File: config.mk
export PLATFORM = sky130hd
export DESIGN_NAME = fp_unpack_align_stage
export DESIGN_NICKNAME = d
export VERILOG_FILES = /design/src/rtl/fp_unpack_align_stage.sv
export SDC_FILE = /design/constraint.sdc
export NUM_CORES = 1
export LEC_CHECK = 0
export BUFFER_PORTS_ARGS = -buffer_cell sky130_fd_sc_hd__buf_2
export CAP_MARGIN = 20
export CORE_AREA = 2 2 164 166
export CTS_CLUSTER_SIZE = 16
export DETAILED_ROUTE_END_ITERATION = 8
export DIE_AREA = 0 0 166 168
export SLEW_MARGIN = 20
export SYNTH_ARGS = -nofsm -noshare
export SYNTH_HDL_FRONTEND = slang
export SYNTH_SLANG_ARGS = --single-unit
File: constraint.sdc
create_clock -name Clk -period 8.4 [get_ports Clk]
set_clock_uncertainty 0.2 [all_clocks]
set_input_delay 2.52 -clock Clk [delete_from_list [all_inputs] [get_ports Clk]]
set_output_delay 2.52 -clock Clk [all_outputs]
set_load 0.02 [all_outputs]
File: src/rtl/fp_unpack_align_stage.sv
// Front stage of the FPU: unpacks and classifies both operands, orders them by
// magnitude, computes alignment shift and mul/div exponent, then queues results in a 2-entry skid buffer.
module fp_unpack_align_stage #(
    parameter int ExponentSize = 8,
    parameter int FractionSize = 23,
    localparam int DataSize     = ExponentSize + FractionSize + 1,
    localparam int MantissaSize = FractionSize + 1,
    localparam int ShiftSize    = $clog2(MantissaSize + 3),
    localparam int Bias         = 2 ** (ExponentSize - 1) - 1
) (
    input  logic                      Clk,
    input  logic                      Reset,
    input  logic                      InValid,
    output logic                      InReady,
    input  logic [DataSize-1:0]       Operand1,
    input  logic [DataSize-1:0]       Operand2,
    input  logic [1:0]                Operation,
    output logic                      OutValid,
    input  logic                      OutReady,
    output logic [1:0]                OutOperation,
    output logic                      OutEffSub,
    output logic                      OutSwap,
    output logic                      OutSignBig,
    output logic [ExponentSize-1:0]   OutBigExp,
    output logic [MantissaSize-1:0]   OutBigMant,
    output logic [MantissaSize-1:0]   OutSmallMant,
    output logic [ShiftSize-1:0]      OutShift,
    output logic                      OutExpEqual,
    output logic [ExponentSize+1:0]   OutMDExp,
    output logic                      OutNaN,
    output logic                      OutInf,
    output logic                      OutZeroA,
    output logic                      OutZeroB
);

    localparam logic [ExponentSize-1:0] ShiftSatE  = ExponentSize'(MantissaSize + 2);
    localparam logic [ShiftSize-1:0]    ShiftSatS  = ShiftSize'(MantissaSize + 2);
    localparam logic [ExponentSize+1:0] BiasX      = (ExponentSize + 2)'(Bias);

    typedef struct packed {
        logic [1:0]              op;
        logic                    eff_sub;
        logic                    swap;
        logic                    sign_big;
        logic [ExponentSize-1:0] big_exp;
        logic [MantissaSize-1:0] big_mant;
        logic [MantissaSize-1:0] small_mant;
        logic [ShiftSize-1:0]    shift;
        logic                    exp_equal;
        logic [ExponentSize+1:0] md_exp;
        logic                    nan;
        logic                    inf;
        logic                    zero_a;
        logic                    zero_b;
    } entry_t;

    logic                    sign_a, sign_b;
    logic [ExponentSize-1:0] exp_a, exp_b, eff_a, eff_b, exp_small, diff;
    logic [FractionSize-1:0] frac_a, frac_b;
    logic [MantissaSize-1:0] mant_a, mant_b;
    logic                    zero_a, zero_b, inf_a, inf_b, nan_a, nan_b;
    logic                    is_mul, is_div;
    entry_t                  new_e;

    assign {sign_a, exp_a, frac_a} = Operand1;
    assign {sign_b, exp_b, frac_b} = Operand2;

    always_comb begin
        zero_a = (exp_a == '0) && (frac_a == '0);
        zero_b = (exp_b == '0) && (frac_b == '0);
        inf_a  = (exp_a == '1) && (frac_a == '0);
        inf_b  = (exp_b == '1) && (frac_b == '0);
        nan_a  = (exp_a == '1) && (frac_a != '0);
        nan_b  = (exp_b == '1) && (frac_b != '0);
        // Zero and subnormal share exponent 1 so they order correctly against normals.
        eff_a  = (exp_a == '0) ? ExponentSize'(1) : exp_a;
        eff_b  = (exp_b == '0) ? ExponentSize'(1) : exp_b;
        mant_a = {exp_a != '0, frac_a};
        mant_b = {exp_b != '0, frac_b};
        is_mul = (Operation == 2'b10);
        is_div = (Operation == 2'b11);

        new_e          = '0;
        new_e.op       = Operation;
        new_e.eff_sub  = ~Operation[1] & (Operation[0] ^ sign_a ^ sign_b);
        new_e.swap     = {eff_b, mant_b} > {eff_a, mant_a};
        new_e.zero_a   = zero_a;
        new_e.zero_b   = zero_b;
        if (new_e.swap) begin
            new_e.sign_big   = sign_b ^ (Operation[0] & ~Operation[1]);
            new_e.big_exp    = eff_b;
            new_e.big_mant   = mant_b;
            new_e.small_mant = mant_a;
            exp_small        = eff_a;
        end else begin
            new_e.sign_big   = sign_a;
            new_e.big_exp    = eff_a;
            new_e.big_mant   = mant_a;
            new_e.small_mant = mant_b;
            exp_small        = eff_b;
        end
        diff            = new_e.big_exp - exp_small;
        new_e.shift     = (diff > ShiftSatE) ? ShiftSatS : diff[ShiftSize-1:0];
        new_e.exp_equal = (diff == '0);

        if (is_mul)
            new_e.md_exp = {2'b00, eff_a} + {2'b00, eff_b} - BiasX;
        else if (is_div)
            new_e.md_exp = {2'b00, eff_a} - {2'b00, eff_b} + BiasX;

        new_e.nan = nan_a | nan_b
                  | (~Operation[1] & inf_a & inf_b & new_e.eff_sub)
                  | (is_mul & ((zero_a & inf_b) | (inf_a & zero_b)))
                  | (is_div & ((zero_a & zero_b) | (inf_a & inf_b)));
        new_e.inf = ~new_e.nan
                  & ((~Operation[1] & (inf_a | inf_b))
                  |  (is_mul & (inf_a | inf_b))
                  |  (is_div & (inf_a | (zero_b & ~zero_a))));
    end

    // Handshake: a beat moves on a rising edge when valid and ready are both high;
    // InReady depends only on registered occupancy, never on OutReady.
    entry_t     head_q, head_d, tail_q, tail_d;
    logic [1:0] count_q, count_d;
    logic       in_ready_q, out_valid_q;
    logic       push, pop;

    always_comb begin
        push    = InValid & in_ready_q;
        pop     = out_valid_q & OutReady;
        head_d  = head_q;
        tail_d  = tail_q;
        count_d = count_q;
        unique case ({push, pop})
            2'b10: begin
                if (count_q == 2'd0) head_d = new_e;
                else                 tail_d = new_e;
                count_d = count_q + 2'd1;
            end
            2'b01: begin
                if (count_q == 2'd2) head_d = tail_q;
                count_d = count_q - 2'd1;
            end
            2'b11: begin
                // Only reachable at count 1: the new entry becomes the head directly.
                head_d = new_e;
            end
            default: ;
        endcase
    end

    always_ff @(posedge Clk or posedge Reset) begin
        if (Reset) begin
            head_q      <= '0;
            tail_q      <= '0;
            count_q     <= 2'd0;
            in_ready_q  <= 1'b1;
            out_valid_q <= 1'b0;
        end else begin
            head_q      <= head_d;
            tail_q      <= tail_d;
            count_q     <= count_d;
            in_ready_q  <= (count_d != 2'd2);
            out_valid_q <= (count_d != 2'd0);
        end
    end

    assign InReady      = in_ready_q;
    assign OutValid     = out_valid_q;
    assign OutOperation = head_q.op;
    assign OutEffSub    = head_q.eff_sub;
    assign OutSwap      = head_q.swap;
    assign OutSignBig   = head_q.sign_big;
    assign OutBigExp    = head_q.big_exp;
    assign OutBigMant   = head_q.big_mant;
    assign OutSmallMant = head_q.small_mant;
    assign OutShift     = head_q.shift;
    assign OutExpEqual  = head_q.exp_equal;
    assign OutMDExp     = head_q.md_exp;
    assign OutNaN       = head_q.nan;
    assign OutInf       = head_q.inf;
    assign OutZeroA     = head_q.zero_a;
    assign OutZeroB     = head_q.zero_b;

endmodule
# Yosys cells after proc, flatten, opt, wreduce, memory -nomap -nowiden
# Index checks and enable logic that the tools add are counted.
totals:
  ff_bits: 166
  latchBits: 0
  ramBits: 0
  rom_bits: 0
  input_bits: 70
  out_inout_bits: 83
  word_cells: 117
  n_memories: 0
classes:
  add_sub_neg: 7
  mul: 0
  div: 0
  order_cmp: 2
  eq_ne: 11
  n_shift: 0
  muxes: 11
  n_bitwise: 35
  reduce_logical: 20
ops:
  columns: ["cell", "count"]
  rows:
  - ["one-hot mux 81 bit (3 select lines)", 1]
  - ["2-to-1 mux 81 bit", 2]
  - ["2-to-1 mux 57 bit", 1]
  - ["logical NOT 23 bit", 2]
  - ["nonzero test 23 bit", 2]
  - ["> comparator 32 bit", 1]
  - ["logical NOT 8 bit", 3]
  - ["2-to-1 mux 8 bit", 3]
  - ["2-to-1 mux 10 bit", 2]
  - ["AND 1 bit", 18]
  - ["equality test 8 bit, second input constant", 2]
  - ["nonzero test 8 bit", 2]
  - ["adder 9 x 8 -> 10 bit, second input constant", 1]
  - ["equality test 2 bit, second input constant", 5]
  - ["bitwise OR 1 bit", 10]
  - ["subtractor 9 x 7 -> 10 bit, second input constant", 1]
  - ["adder 8 x 8 -> 9 bit", 1]
  - ["subtractor 8 x 8 -> 9 bit", 1]
  - ["> comparator 8 x 5 -> 1 bit, second input constant", 1]
  - ["subtractor 8 bit", 1]
  - ["logical AND 1 bit", 6]
  - ["inequality test 2 bit, second input constant", 3]
  - ["2-to-1 mux 5 bit", 1]
  - ["NOT 1 bit", 4]
  - ["other kinds (10)", 12]

# Logic depth before layout (Yosys ltp)
# Gate-level depths: netlist of run 1.
logic_depth:
  ltp_word: 12
  mapped_depth: 24
  mapped_depth_nobuf: 23

# Worst setup path before layout of run 1
# No wires, ideal clock.
synth_path:
  path_kind: "input port to flip-flop"
  startpoint: "in Operand1[24]"
  endpoint: "reg tail_q[18] (netlist bit)"
  setup_time_ps: 125
  arrival_ps: 6736
  required_ps: 8075
  setup_slack_ps: 1339
  cell_stages: 22
  n_path_buf: 1
  cell_sequence: "or4_1 > nor2_1 > nor2_1 > ha_1 > nand2_1 > or3_1 > o21ai_1 > o21ai_1 > buf_6 > mux2i_1 > inv_1 > ha_1 > nor2b_1 > a41oi_1 > o31ai_1 > a21o_1 > a21oi_1 > nor3_1 > nor4_1 > o211a_1 > o21bai_1 > mux2_2"
synth_between:
  elab_chain_len: 7
  elab_cells_between_ends: 9
synth_rtl:
  columns: ["element", "line_no", "source"]
  rows:
  - ["start, declared", "15", "input logic [DataSize-1:0] Operand1,"]
  - ["logical NOT 8 bit", "76", "eff_a = (exp_a == '0) ? ExponentSize'(1) : exp_a;"]
  - ["2-to-1 mux 8 bit", "76", null]
  - ["> comparator 32 bit", "86", "new_e.swap = {eff_b, mant_b} > {eff_a, mant_a};"]
  - ["2-to-1 mux 57 bit / 2-to-1 mux 8 bit (equally long branches)", "89", "if (new_e.swap) begin"]
  - ["subtractor 8 bit (*)", "102", "diff = new_e.big_exp - exp_small;"]
  - ["> comparator 8 x 5 -> 1 bit", "103", "new_e.shift = (diff > ShiftSatE) ? ShiftSatS : diff[ShiftSize-1:0];"]
  - ["2-to-1 mux 5 bit (*)", "103", null]
  - ["end signal, assigned", "161", "tail_q <= tail_d;"]
  - ["end, declared", "123", "entry_t head_q, head_d, tail_q, tail_d;"]
# Mark *: on every way between the ends. The rest lies on a longest branch, timed or not.
# A chain may end at the register's enable or synchronous reset.

# Final worst setup path of run 1
# Ends and elaborated chain as after synthesis.

==> metrics.json, run 1 <==
{
  "grt": {
    "grt_pass1_vias": 8292,
    "number_of_antenna_violations_at_the_first_check_in_global_routing": 0,
    "grt.met2_usage_pct": 35.3,
    "global_route.usage.total_pct": 21.5,
    "global_route_wire_length_before_repair_um": 46900,
    "groute.layer.met3.usage_pct": 4.63,
    "global_route_overflow": 0,
    "grt_max_degree": 111,
    "grt_util_met1_pct": 28.4,
    "grt_busiest_layer": "met2"
  },
  "clocking": {
    "clock_sinks": 166,
    "ctsLongestPathBuffers": 2,
    "worst_setup_hold_path_clk_slew_ns": 0.07,
    "cts_max_level": 4,
    "cts_hold_repair.buffers": 0,
    "cts_tree": "yes",
    "clock_insertion_delay_worst_skew_ns": 0.43,
    "postCtsSetupRepairBufs": 0,
    "postCtsResizedCells": 0,
    "cts_made_buffers": 17,
    "clock_root_cell": "sky130_fd_sc_hd__clkbuf_16"
  },
  "floorplanning": {
    "die-width_um": 166,
    "die-area_sq_um": 27900,
    "floorplan.rows": 60,
    "core_area_sq_um": 26400,
    "fp.dieH_um": 168,
    "starting_density_of_the_core_pct": 38.0,
    "design.portCount": 153
  },
  "logic_synthesis": {
    "asyncSetResetFlopFracSynth_pct": 100,
    "number_of_enable_flip_flop_cells_after_synthesis": 0,
    "synth_top_cell_area_share_pct": 41.2,
    "synthesis.instances": 1219,
    "netlist-cell-type-count": 73,
    "mappedNetlistArea_sq_um": 10000,
    "synth.largest_area_cell": "sky130_fd_sc_hd__dfrtp_1",
    "ys_warn_count": 0,
    "ff_latch_count_synth": 166,
    "syn_nets": 1351,
    "synth.top_cells.by_area": "sky130_fd_sc_hd__dfrtp_1, sky130_fd_sc_hd__o21ai_0, sky130_fd_sc_hd__ha_1, sky130_fd_sc_hd__nand2_1, sky130_fd_sc_hd__a21oi_1",
    "top_reg_cell_synth": "sky130_fd_sc_hd__dfrtp_1",
    "seq_area_frac_synth_pct": 41.5,
    "syn_area_per_cell_sq_um": 8.21
  },
  "worst_setup_path": {
    "r2r_cells": 10,
    "path_max_fanout": 7,
    "critical_path.top_delay_family": "compound AO/OA/AOI/OAI gates",
    "critPathKind": "input port to register",
    "worstReg2RegEnd": "OutShift[1]",
    "worst_path_largest_cell_delay_ns": 0.53,
    "startpoint_of_the_worst_register_to_register_path": "InReady",
    "buffering_stage_count_on_the_worst_path_with_inverters_included": 2,
    "cpMaxStageDelayCell": "sky130_fd_sc_hd__or4_1",
    "critical_path.endpoint_type": "register",
    "setup.worst_path.start": "Operand1[24]",
    "critical_path_arrival_ns": 7.42,
    "cp-start-kind": "input port",
    "crit_path_cell_trace": "buf_2, or4_1, nor2_1, nor2_1, ha_1, a21oi_1, o21bai_1, a221oi_2, o21ai_1, o21ai_4, mux2i_1, inv_1, ha_1, nor2b_1, a41oi_1, o31ai_1, a21o_1, a21oi_1, nor3_1, nor4_1, o211a_1, o21bai_1, mux2_2",
    "flop_to_flop_setup_slack_ns": 5.09,
    "worst-endpoint-required_ns": 8.51
  },
  "sta": {
    "final_period_minus_worst_setup_slack_ns": 7.31,
    "final.hold.worst_slack_ns": 0.273,
    "setup-violations-final": 0,
    "setup_total_negative_slack_ns": 0,
    "rsz_0062_raised_after_global_routing": "false",
    "fmax_mhz": 137,
    "hold_violations": 0,
    "maxSlewViolCount": 0,
    "headroom_to_the_max_slew_limit_pct": 32.1,
    "finalCritPeriodShare_pct": 87.0,
    "post-route-worst-setup-slack_ns": 1.09,
    "max_slew.worst_pin.slew_ns": 1.01
  },
  "layout": {
    "utilization_pct": 43.9,
    "fin_area_sq_um": 11600,
    "num_antenna_cells": 0,
    "area_growth_syn_to_layout_pct": 15.6,
    "fraction_of_final_layout_cells_sized_beyond_drive_strength_1_pct": 16.3,
    "finish.net_count": 1448
  },
  "placement": {
    "place_area_sq_um": 11000,
    "gp_congestion": 0.905,
    "place.detailed.hpwl_um": 22000,
    "post-place-ws_ns": 0.706,
    "place.port_buffers": 152
  },
  "hold_path": {
    "worst_hold_path.num_cells": 2,
    "min_from": "tail_q[11]",
    "timing.hold.worst_endpoint": "tail_q[11]",
    "class_of_the_tightest_hold_or_removal_check": "register to register"
  },
  "pwr": {
    "power.density_cell_area_nw_per_um2": 306,
    "power.ir.vdd_worst_mv": 0.187,
    "static-leakage-power_nw": 5.58
  },
  "drt": {
    "first_pass_iters": 5,
    "post_route_drc_violation_count": 0,
    "initialDrtViolationCount": 683,
    "wire_per_inst_um": 17.7,
    "via_count": 8740,
    "drt-total-wl_um": 29600,
    "antenna_violating_nets_post_route": 0,
    "post_drt_via_cell_ratio": 5.23
  },
  "outcome": {
    "status": "complete, no violations"
  },
  "job": {
    "maxCapViolCount": 0
  }
}
## sequential cells by signal, indices dropped and copies added (netlist names)
name          flops
OutSignBig        1
OutBigExp         8
OutBigMant       24
OutOperation      2
count_q           2
InReady           1
OutSwap           1
OutSmallMant     24
OutZeroA          1
OutNaN            1
OutExpEqual       1
OutInf            1
OutEffSub         1
OutMDExp         10
OutValid          1
OutZeroB          1
tail_q           81
OutShift          5
## per-layer routing
| layer | part of all wire (%) | vias up |
|---|---|---|
| li1 | - | 4368 |
| met1 | 46 | 4093 |
| met2 | 47 | 238 |
| met3 | 4.6 | 41 |
| met4 | 2.6 | 0 |
| met5 | 0 | - |
## worst max-delay path by stage
stage                   endpoint  slack [ns]  depth (start not counted)
floorplan           OutBigExp[0]        1.19                          1
global placement     OutShift[1]        0.83                         22
detailed placement   OutShift[1]        0.71                         22
CTS                   tail_q[18]        1.13                         22
global route          tail_q[18]        0.61                         23
finish                tail_q[18]        1.09                         23
## worst reg2reg max path, delay by kind of cell (launching register included)
family,cells,cell delay [ns]
compound gates,3,0.70
fa+ha+maj,1,0.23
buf+inv,2,0.64
flops,1,0.53
simple gates,4,0.94
## per-stage QoR
step | power, mW | instances
2_1_floorplan | 2.29 | 1219
3_3_place_gp | 2.73 | 1638
3_5_place_dp | 2.76 | 1638
4_1_cts | 3.58 | 1670
5_1_grt | 3.81 | 1670
6_report | 3.54 | 1670
## placed cells by master (no fill, tap or decap), types with 7 or more instances in the layout
master	netlist	final
sky130_fd_sc_hd__nand2_1	198	198
sky130_fd_sc_hd__o21ai_0	167	167
sky130_fd_sc_hd__dfrtp_1	165	165
sky130_fd_sc_hd__buf_2	6	152
sky130_fd_sc_hd__a21oi_1	136	136
sky130_fd_sc_hd__nor2_1	127	127
sky130_fd_sc_hd__inv_1	62	61
sky130_fd_sc_hd__ha_1	60	59
sky130_fd_sc_hd__mux2i_1	28	28
sky130_fd_sc_hd__clkbuf_16	0	17
sky130_fd_sc_hd__xnor2_1	16	16
sky130_fd_sc_hd__nand4_1	14	14
sky130_fd_sc_hd__nor4_1	14	14
sky130_fd_sc_hd__nor3_1	11	11
sky130_fd_sc_hd__buf_4	2	11
sky130_fd_sc_hd__o21a_1	9	9
sky130_fd_sc_hd__nand2b_1	8	8
sky130_fd_sc_hd__and3_1	8	8
sky130_fd_sc_hd__o211ai_1	7	7
## layout make-up
| cell class | instances | area [sq um] |
|---|---|---|
| fill | 2693 | 14800 |
| multi-input combinational | 904 | 5310 |
| sequential | 166 | 4160 |
| timing repair buffer | 163 | 843 |
| clock buffer | 18 | 439 |
| tap | 341 | 427 |
| inverter | 64 | 245 |
| clock inverter | 14 | 158 |
## cells in the mapped netlist (all sizes together), types with 6 or more instances
cell,instances
inv,62
a21oi,137
buf,23
nor2,127
and3,8
o21a,10
o31ai,7
clkbuf,62
nor3,11
dfrtp,165
mux2i,28
nand2b,8
xor2,7
ha,60
nand4,14
nor4,15
xnor2,17
o21ai,171
o211ai,7
nor2b,6
nand2,198
a21o,6
## report_power, final
part,internal [mW],switching (mW)
clock,0.431,0.380
combinational,0.458,0.945
sequential,1.14,0.178
## cells by family after synthesis
logic type	synth area share (%)
simple gates	17.7
compound gates	21.2
flops	41.5
buf+inv	5.89
fa+ha+maj	7.90
mux	3.36
xor+xnor	2.47
(Power assumes the default switching activity.)
==> run 2, diff against run 1 <==
--- a/config.mk
+++ b/config.mk
@@ -7,10 +7,14 @@
 export LEC_CHECK = 0
 export BUFFER_PORTS_ARGS = -buffer_cell sky130_fd_sc_hd__buf_2
 export CAP_MARGIN = 20
-export CORE_AREA = 2 2 164 166
+export CELL_PAD_IN_SITES_DETAIL_PLACEMENT = 2
+export CELL_PAD_IN_SITES_GLOBAL_PLACEMENT = 2
+export CORE_AREA = 2 2 173 175
+export CTS_BUF_LIST = sky130_fd_sc_hd__clkbuf_2
 export CTS_CLUSTER_SIZE = 16
 export DETAILED_ROUTE_END_ITERATION = 8
-export DIE_AREA = 0 0 166 168
+export DIE_AREA = 0 0 175 177
+export PLACE_DENSITY_LB_ADDON = 0.1
 export SLEW_MARGIN = 20
 export SYNTH_ARGS = -nofsm -noshare
 export SYNTH_HDL_FRONTEND = slang
==> run 2 against run 1 <==
  * Worst hold slack better by 0.042 ns
  * Critical path depth is the same
  * Largest power group unchanged
  * Register-to-register slack worse by 0.22 ns
  * Highest routed layer unchanged
  * Flip-flop and latch count stayed put
  * Core utilization is 5.2 points lower
  * Clock power fell by 42%
  * Critical path type unchanged
  * Sequential share of layout area is 0.83 points higher
==> metrics.json, run 2 (synthesized netlist as in run 1, its figures left out) <==
{
  "outcome": {
    "status": "complete, no violations"
  },
  "placement": {
    "gp_congestion": {"value": 0.874, "change": "-3.5%"},
    "place.port_buffers": {"value": 152, "change": "unchanged"},
    "place.detailed.hpwl": {"value": 25500, "unit": "um", "change": "+16%"}
  },
  "worst_setup_path": {
    "critical_path_arrival": {"value": 7.61, "unit": "ns", "change": "+0.19 ns"},
    "path_max_fanout": {"value": 10, "change": "+3"},
    "cp-start-kind": "input port",
    "setup.worst_path.start": "Operand2[25]",
    "startpoint_of_the_worst_register_to_register_path": "OutValid",
    "worstReg2RegEnd": "OutShift[1]",
    "crit_path_cell_trace": "buf_2, nor4_1, nand4_1, nor2_1, inv_1, ha_1, nand4_1, nor3_1, nand3_1, o21ai_4, mux2i_1, inv_1, ha_1, nor2b_1, a41oi_1, o31ai_1, a21o_1, a21oi_1, nor3_1, nor4_1, o211a_1, o22ai_2, o31a_1",
    "worst_setup_path_endpoint": "OutShift[1]",
    "r2r_cells": {"value": 9, "change": "-1"},
    "flop_to_flop_setup_slack": {"value": 4.87, "unit": "ns", "change": "-0.22 ns"},
    "cpMaxStageDelayCell": "sky130_fd_sc_hd__nor3_1",
    "worst_path_largest_cell_delay": {"value": 0.58, "unit": "ns", "change": "+0.05 ns"},
    "critical_path.endpoint_type": "register",
    "critPathKind": "input port to register",
    "worst-endpoint-required": {"value": 8.89, "unit": "ns", "change": "+0.38 ns"}
  },
  "hold_path": {
    "class_of_the_tightest_hold_or_removal_check": "register to register",
    "worst_hold_path.num_cells": {"value": 2, "change": "unchanged"}
  },
  "grt": {
    "number_of_antenna_violations_at_the_first_check_in_global_routing": {"value": 2, "change": "+2"},
    "grt_max_degree": {"value": 105, "change": "-5.4%"},
    "global_route_wire_length_before_repair": {"value": 54300, "unit": "um", "change": "+16%"},
    "grt_pass1_vias": {"value": 9569, "change": "+15%"},
    "global_route_overflow": {"value": 0, "change": "unchanged"},
    "global_route.usage.total": {"value": 22.7, "unit": "%", "change": "+1.2 points"}
  },
  "layout": {
    "largest_register": "tail_q",
    "finish.net_count": {"value": 1449, "change": "+0.069%"},
    "largest_register_ffs": {"value": 81, "change": "unchanged"},
    "fraction_of_final_layout_cells_sized_beyond_drive_strength_1": {"value": 16.3, "unit": "%", "change": "about the same"},
    "most_frequent_cells_in_the_layout": "sky130_fd_sc_hd__nand2_1, sky130_fd_sc_hd__o21ai_0, sky130_fd_sc_hd__dfrtp_1",
    "area_growth_syn_to_layout_pct": 13.0,
    "layout_commonest_cell": "sky130_fd_sc_hd__nand2_1"
  },
  "pwr": {
    "power_switching": {"value": 1.54, "unit": "mW", "change": "+2.3%"},
    "static-leakage-power": {"value": 5.45, "unit": "nW", "change": "-2.3%"},
    "sequentialPowerShare": {"value": 40.9, "unit": "%", "change": "+3.5 points"},
    "power.density_cell_area": {"value": 287, "unit": "nW/um^2", "change": "-6.2%"},
    "share_comb_of_total_power": {"value": 44.5, "unit": "%", "change": "+4.8 points"},
    "power.ir.vdd_worst": {"value": 0.201, "unit": "mV", "change": "+7.5%"},
    "internal_power": {"value": 1.70, "unit": "mW", "change": "-16%"},
    "share_clk_of_total_power": {"value": 14.6, "unit": "%", "change": "-8.3 points"},
    "post-layout-total-power": {"value": 3.24, "unit": "mW", "change": "-8.3%"},
    "netSwitchingFraction": {"value": 47.5, "unit": "%", "change": "+4.9 points"}
  },
  "sta": {
    "finalCritPeriodShare": {"value": 84.8, "unit": "%", "change": "-2.3 points"},
    "hold_violations": {"value": 0, "change": "unchanged"},
    "fmax": {"value": 140, "unit": "MHz", "change": "+2.7%"},
    "rsz_0062_raised_after_global_routing": "false",
    "headroom_to_the_max_slew_limit": {"value": 40.6, "unit": "%", "change": "+8.5 points"},
    "max_slew.worst_pin.slew": {"value": 0.890, "unit": "ns", "change": "-0.124 ns"},
    "maxSlewViolCount": {"value": 0, "change": "unchanged"},
    "setup_total_negative_slack": {"value": 0, "unit": "ns", "change": "unchanged"},
    "final_period_minus_worst_setup_slack": {"value": 7.12, "unit": "ns", "change": "-0.191 ns"},
    "setup-violations-final": {"value": 0, "change": "unchanged"}
  },
  "clocking": {
    "ctsLongestPathBuffers": {"value": 2, "change": "unchanged"},
    "clock_root_cell": "sky130_fd_sc_hd__clkbuf_2",
    "cts_made_buffers": {"value": 17, "change": "unchanged"},
    "postCtsResizedCells": {"value": 0, "change": "unchanged"},
    "clock_sinks": {"value": 166, "change": "unchanged"},
    "cts_tree": "yes",
    "postCtsSetupRepairBufs": {"value": 0, "change": "unchanged"},
    "clock_insertion_delay_worst_skew": {"value": 0.79, "unit": "ns", "change": "+0.36 ns"},
    "worst_setup_hold_path_clk_slew": {"value": 0.28, "unit": "ns", "change": "+0.21 ns"},
    "cts_max_level": {"value": 4, "change": "unchanged"},
    "cts_hold_repair.buffers": {"value": 0, "change": "unchanged"}
  },
  "drt": {
    "antenna_violating_nets_post_route": {"value": 0, "change": "unchanged"},
    "via_count": {"value": 9031, "change": "+3.3%"},
    "wire_per_inst": {"value": 19.8, "unit": "um", "change": "+12%"},
    "initialDrtViolationCount": {"value": 416, "change": "-39%"},
    "drt-total-wl": {"value": 34200, "unit": "um", "change": "+16%"},
    "post_route_drc_violation_count": {"value": 0, "change": "unchanged"},
    "post_drt_via_cell_ratio": {"value": 5.24, "change": "+0.21%"},
    "first_pass_iters": {"value": 5, "change": "unchanged"}
  },
  "floorplanning": {
    "fp.dieH": {"value": 177, "unit": "um", "change": "+5.4%"},
    "die-width": {"value": 175, "unit": "um", "change": "+5.4%"},
    "floorplan.rows": {"value": 63, "change": "+5.0%"},
    "design.portCount": {"value": 153, "change": "unchanged"},
    "starting_density_of_the_core": {"value": 34.2, "unit": "%", "change": "-3.8 points"},
    "core_area": {"value": 29200, "unit": "sq um", "change": "+11%"},
    "die-area": {"value": 31000, "unit": "sq um", "change": "+11%"}
  },
  "job": {
    "maxCapViolCount": {"value": 0, "change": "unchanged"}
  }
}
-- run 2: final cells by class --
type,count,area (sq um)
clock buffers,17,85.1
diodes,2,5.00
inverters,64,245
flip-flops and latches,166,4160
clock inverters,15,156
multi-input cells,904,5310
repair buffers,164,871
well taps,390,488
fillers,3371,17900
-- run 2: through the flow --
| step | cell area [sq um] | utilization, % | std cells | worst slack, ns | hold WS [ns] |
|---|---|---|---|---|---|
| 2_1_floorplan | 10000 | - | 1219 | 1.19 | 0.241 |
| 3_3_place_gp | 11000 | 37.7 | 1687 | 0.737 | 0.257 |
| 3_5_place_dp | 11000 | 37.7 | 1687 | 0.596 | 0.267 |
| 4_1_cts | 11300 | 38.6 | 1719 | 1.49 | 0.325 |
| 5_1_grt | 11300 | 38.7 | 1722 | 1.07 | 0.339 |
| 6_report | 11300 | 38.7 | 1722 | 1.28 | 0.316 |
-- run 2: routing by layer --
layer,part of all wire (%),GRT usage [%],vias to the layer above
li1,-,-,4369
met1,45,28.5,4510
met2,52,41.5,139
met3,2.7,3.20,13
met4,0.91,4.79,0
met5,0,0,-
-- run 2: worst min path at each step --
stage / from / endpoint / slack [ns]
2_1_floorplan: tail_q[14] / tail_q[14] / 0.24
3_3_place_gp: tail_q[3] / tail_q[3] / 0.26
3_5_place_dp: tail_q[15] / tail_q[15] / 0.27
4_1_cts: OutBigExp[0] / OutBigExp[0] / 0.32
5_1_grt: tail_q[57] / tail_q[57] / 0.34
6_report: OutBigExp[0] / OutBigExp[0] / 0.32
-- run 2: power by group through the flow --
stage / combinational, mW / clock [mW] / sequential, mW
global placement: 1.42 / 0 / 1.34
CTS: 1.47 / 0.499 / 1.34
floorplan: 0.774 / 0 / 1.52
global route: 1.63 / 0.527 / 1.38
detailed placement: 1.46 / 0 / 1.36
finish: 1.44 / 0.472 / 1.33
-- run 2: critical path, delay by kind of cell --
| family | cells | cell delay [ns] |
|---|---|---|
| buffers and inverters | 3 | 0.39 |
| AO/OA/AOI/OAI | 8 | 1.60 |
| AND/OR/NAND/NOR | 9 | 2.23 |
| multiplexers | 1 | 0.30 |
| adder cells (fa/ha/maj) | 2 | 0.57 |
==> run 3, diff against run 2 <==
--- a/config.mk
+++ b/config.mk
@@ -9,11 +9,11 @@
 export CAP_MARGIN = 20
 export CELL_PAD_IN_SITES_DETAIL_PLACEMENT = 2
 export CELL_PAD_IN_SITES_GLOBAL_PLACEMENT = 2
-export CORE_AREA = 2 2 173 175
+export CORE_AREA = 2 2 180 182
 export CTS_BUF_LIST = sky130_fd_sc_hd__clkbuf_2
 export CTS_CLUSTER_SIZE = 16
 export DETAILED_ROUTE_END_ITERATION = 8
-export DIE_AREA = 0 0 175 177
+export DIE_AREA = 0 0 182 184
 export PLACE_DENSITY_LB_ADDON = 0.1
 export SLEW_MARGIN = 20
 export SYNTH_ARGS = -nofsm -noshare
==> constraint.sdc (replaced) <==
create_clock -name Clk -period 6.5 [get_ports Clk]
set_clock_uncertainty 0.2 [all_clocks]
set_input_delay 1.95 -clock Clk [delete_from_list [all_inputs] [get_ports Clk]]
set_output_delay 1.95 -clock Clk [all_outputs]
set_load 0.02 [all_outputs]
==> run 3 against run 2 <==
  * Clock-buffer cell count is 1 higher
  * Clock power is 45% higher
  * Via count is 2.7% higher
  * Critical endpoint is now tail_q[16]
  * First-iteration DRC count is 23% lower
  * Die area is 8.1% higher
  * Worst setup slack worse by 0.85 ns
  * Largest cell class unchanged
==> metrics.json, run 3 (synthesized netlist as in run 1, its figures left out) <==
{
  "clocking": {
    "postCtsResizedCells": {"value": 0, "change": "unchanged"},
    "ctsLongestPathBuffers": {"value": 2, "change": "unchanged"},
    "postCtsSetupRepairBufs": {"value": 0, "change": "unchanged"},
    "clock_sinks": {"value": 166, "change": "unchanged"},
    "cts_hold_repair.buffers": {"value": 0, "change": "unchanged"},
    "cts_max_level": {"value": 4, "change": "unchanged"},
    "worst_setup_hold_path_clk_slew": {"value": 0.24, "unit": "ns", "change": "-0.04 ns"},
    "clock_root_cell": "sky130_fd_sc_hd__clkbuf_2",
    "clock_insertion_delay_worst_skew": {"value": 0.87, "unit": "ns", "change": "+0.08 ns"},
    "cts_made_buffers": {"value": 17, "change": "unchanged"},
    "cts_tree": "yes"
  },
  "worst_setup_path": {
    "cp-start-kind": "input port",
    "worst_setup_path_endpoint": "tail_q[16]",
    "worstReg2RegEnd": "tail_q[39]",
    "critPathKind": "input port to register",
    "startpoint_of_the_worst_register_to_register_path": "OutValid",
    "flop_to_flop_setup_slack": {"value": 3.44, "unit": "ns", "change": "-1.43 ns"},
    "critical_path.endpoint_type": "register",
    "critical_path_arrival": {"value": 6.68, "unit": "ns", "change": "-0.93 ns"},
    "worst-endpoint-required": {"value": 7.11, "unit": "ns", "change": "-1.78 ns"},
    "setup.worst_path.start": "Operand2[25]",
    "r2r_cells": {"value": 7, "change": "-2"},
    "path_max_fanout": {"value": 5, "change": "-5"}
  },
  "grt": {
    "number_of_antenna_violations_at_the_first_check_in_global_routing": {"value": 1, "change": "-1"},
    "grt_max_degree": {"value": 167, "change": "+59%"},
    "grt_util_met1": {"value": 27.3, "unit": "%", "change": "-1.2 points"},
    "grt.met2_usage": {"value": 38.6, "unit": "%", "change": "-2.9 points"},
    "global_route_overflow": {"value": 0, "change": "unchanged"},
    "global_route_wire_length_before_repair": {"value": 55900, "unit": "um", "change": "+3.0%"},
    "grt_busiest_layer": "met2",
    "global_route.usage.total": {"value": 21.6, "unit": "%", "change": "-1.1 points"},
    "groute.layer.met3.usage": {"value": 3.39, "unit": "%", "change": "+0.19 points"},
    "grt_pass1_vias": {"value": 9861, "change": "+3.1%"}
  },
  "drt": {
    "initialDrtViolationCount": {"value": 319, "change": "-23%"},
    "antenna_violating_nets_post_route": {"value": 0, "change": "unchanged"},
    "post_route_drc_violation_count": {"value": 0, "change": "unchanged"},
    "via_count": {"value": 9274, "change": "+2.7%"},
    "post_drt_via_cell_ratio": {"value": 5.20, "change": "-0.88%"},
    "first_pass_iters": {"value": 4, "change": "-1"},
    "drt-total-wl": {"value": 35300, "unit": "um", "change": "+3.2%"},
    "wire_per_inst": {"value": 19.8, "unit": "um", "change": "-0.41%"}
  },
  "placement": {
    "place.port_buffers": {"value": 152, "change": "unchanged"},
    "place.detailed.hpwl": {"value": 26400, "unit": "um", "change": "+3.7%"},
    "gp_congestion": {"value": 0.835, "change": "-4.4%"},
    "post-place-ws": {"value": -0.521, "unit": "ns", "change": "-1.12 ns"},
    "place_area": {"value": 11500, "unit": "sq um", "change": "+3.8%"}
  },
  "sta": {
    "maxSlewViolCount": {"value": 0, "change": "unchanged"},
    "max_slew.worst_pin.slew": {"value": 0.974, "unit": "ns", "change": "+0.0838 ns"},
    "final_period_minus_worst_setup_slack_ns": 6.07,
    "rsz_0062_raised_after_global_routing": "false",
    "headroom_to_the_max_slew_limit": {"value": 35.1, "unit": "%", "change": "-5.6 points"},
    "hold_violations": {"value": 0, "change": "unchanged"},
    "post-route-worst-setup-slack": {"value": 0.430, "unit": "ns", "change": "-0.849 ns"},
    "setup-violations-final": {"value": 0, "change": "unchanged"},
    "fmax_mhz": 165,
    "setup_total_negative_slack": {"value": 0, "unit": "ns", "change": "unchanged"},
    "finalCritPeriodShare_pct": 93.4
  },
  "floorplanning": {
    "design.portCount": {"value": 153, "change": "unchanged"},
    "die-width": {"value": 182, "unit": "um", "change": "+4.0%"},
    "core_area": {"value": 31400, "unit": "sq um", "change": "+7.3%"},
    "starting_density_of_the_core": {"value": 31.9, "unit": "%", "change": "-2.3 points"},
    "fp.dieH": {"value": 184, "unit": "um", "change": "+4.0%"},
    "die-area": {"value": 33500, "unit": "sq um", "change": "+8.1%"},
    "floorplan.rows": {"value": 65, "change": "+3.2%"}
  },
  "layout": {
    "utilization": {"value": 37.4, "unit": "%", "change": "-1.2 points"},
    "most_frequent_cells_in_the_layout": "sky130_fd_sc_hd__nand2_1, sky130_fd_sc_hd__o21ai_0, sky130_fd_sc_hd__dfrtp_1",
    "largest_register": "tail_q",
    "fin_area": {"value": 11800, "unit": "sq um", "change": "+3.9%"},
    "n_fill_cell": {"value": 3652, "change": "+8.3%"},
    "area_growth_syn_to_layout_pct": 17.4,
    "layout_commonest_cell": "sky130_fd_sc_hd__nand2_1",
    "fraction_of_final_layout_cells_sized_beyond_drive_strength_1": {"value": 19.4, "unit": "%", "change": "+3.1 points"},
    "largest_register_ffs": {"value": 81, "change": "unchanged"},
    "finish.net_count": {"value": 1499, "change": "+3.5%"}
  },
  "outcome": {
    "status": "complete, no violations"
  },
  "job": {
    "maxCapViolCount": {"value": 0, "change": "unchanged"}
  },
  "pwr": {
    "power.ir.vdd_worst": {"value": 0.261, "unit": "mV", "change": "+30%"},
    "static-leakage-power": {"value": 5.72, "unit": "nW", "change": "+4.9%"},
    "power.density_cell_area": {"value": 367, "unit": "nW/um^2", "change": "+28%"},
    "post-layout-total-power": {"value": 4.31, "unit": "mW", "change": "+33%"}
  },
  "hold_path": {
    "class_of_the_tightest_hold_or_removal_check": "register to register"
  }
}
==> run 3: cell types whose count changed in the layout (fill, tap and decap cells not counted), moves of 2 or more <==
cell                        change
sky130_fd_sc_hd__buf_12         +2
sky130_fd_sc_hd__bufinv_16      +4
sky130_fd_sc_hd__clkinv_8       -2
sky130_fd_sc_hd__inv_8          -6
sky130_fd_sc_hd__buf_4         +49
sky130_fd_sc_hd__clkinv_2       +3
==> run 3: cell type report <==
class | instances | area [sq um] | share of cell area [%]
Antenna cell | 2 | 5.00 | 0.0426
Tap cell | 402 | 503 | 4.28
Clock inverter | 14 | 196 | 1.67
Clock buffer | 18 | 90.1 | 0.767
Sequential cell | 166 | 4160 | 35.4
Inverter | 64 | 244 | 2.08
Multi-Input combinational cell | 904 | 5310 | 45.1
Timing Repair Buffer | 214 | 1250 | 10.6
==> run 3: per-layer routing <==
| layer | share of wire (%) | vias up |
|---|---|---|
| met2 | 50 | 118 |
| met5 | 0 | - |
| met3 | 2.5 | 24 |
| li1 | - | 4463 |
| met1 | 46 | 4669 |
| met4 | 1.6 | 0 |
==> run 3: metrics by stage <==
| stage | hold slack, ns | cells |
|---|---|---|
| 2_1_floorplan | 0.241 | 1219 |
| 3_3_place_gp | 0.256 | 1750 |
| 3_5_place_dp | 0.266 | 1750 |
| 4_1_cts | 0.318 | 1782 |
| 5_1_grt | 0.342 | 1783 |
| 6_report | 0.306 | 1784 |
==> run 3: critical path, cell delays in order <==
cell and delay (ns):
sky130_fd_sc_hd__buf_2 0.14, sky130_fd_sc_hd__nor4_1 0.28, sky130_fd_sc_hd__nand4_1 0.20, sky130_fd_sc_hd__nor2_1 0.25, sky130_fd_sc_hd__inv_1 0.10, sky130_fd_sc_hd__ha_1 0.32
sky130_fd_sc_hd__and4_1 0.18, sky130_fd_sc_hd__a221oi_1 0.36, sky130_fd_sc_hd__o21ai_1 0.20, sky130_fd_sc_hd__o21ai_4 0.20, sky130_fd_sc_hd__mux2i_1 0.26, sky130_fd_sc_hd__inv_1 0.07
sky130_fd_sc_hd__ha_1 0.21, sky130_fd_sc_hd__nor2b_1 0.14, sky130_fd_sc_hd__a41oi_1 0.23, sky130_fd_sc_hd__o31ai_1 0.12, sky130_fd_sc_hd__a21o_1 0.18, sky130_fd_sc_hd__a21oi_1 0.22
sky130_fd_sc_hd__nor3_1 0.11, sky130_fd_sc_hd__o21a_1 0.18, sky130_fd_sc_hd__o211a_1 0.28, sky130_fd_sc_hd__o22ai_2 0.30, sky130_fd_sc_hd__o22a_1 0.19
==> run 3: worst min-delay path by stage <==
stage | start | to | cells past startpoint
after floorplan | tail_q[14] | tail_q[14] | 2
after global placement | OutBigMant[15] | OutBigMant[15] | 2
after detailed placement | tail_q[15] | tail_q[15] | 2
after CTS | OutBigMant[14] | OutBigMant[14] | 2
after global routing | tail_q[12] | tail_q[12] | 1
final | OutBigMant[15] | OutBigMant[15] | 2
==> run 3: where the power goes <==
| part | switching (mW) | internal (mW) | total (mW) |
|---|---|---|---|
| Clock | 0.425 | 0.261 | 0.686 |
| Sequential | 0.239 | 1.47 | 1.71 |
| Combinational | 1.28 | 0.638 | 1.92 |
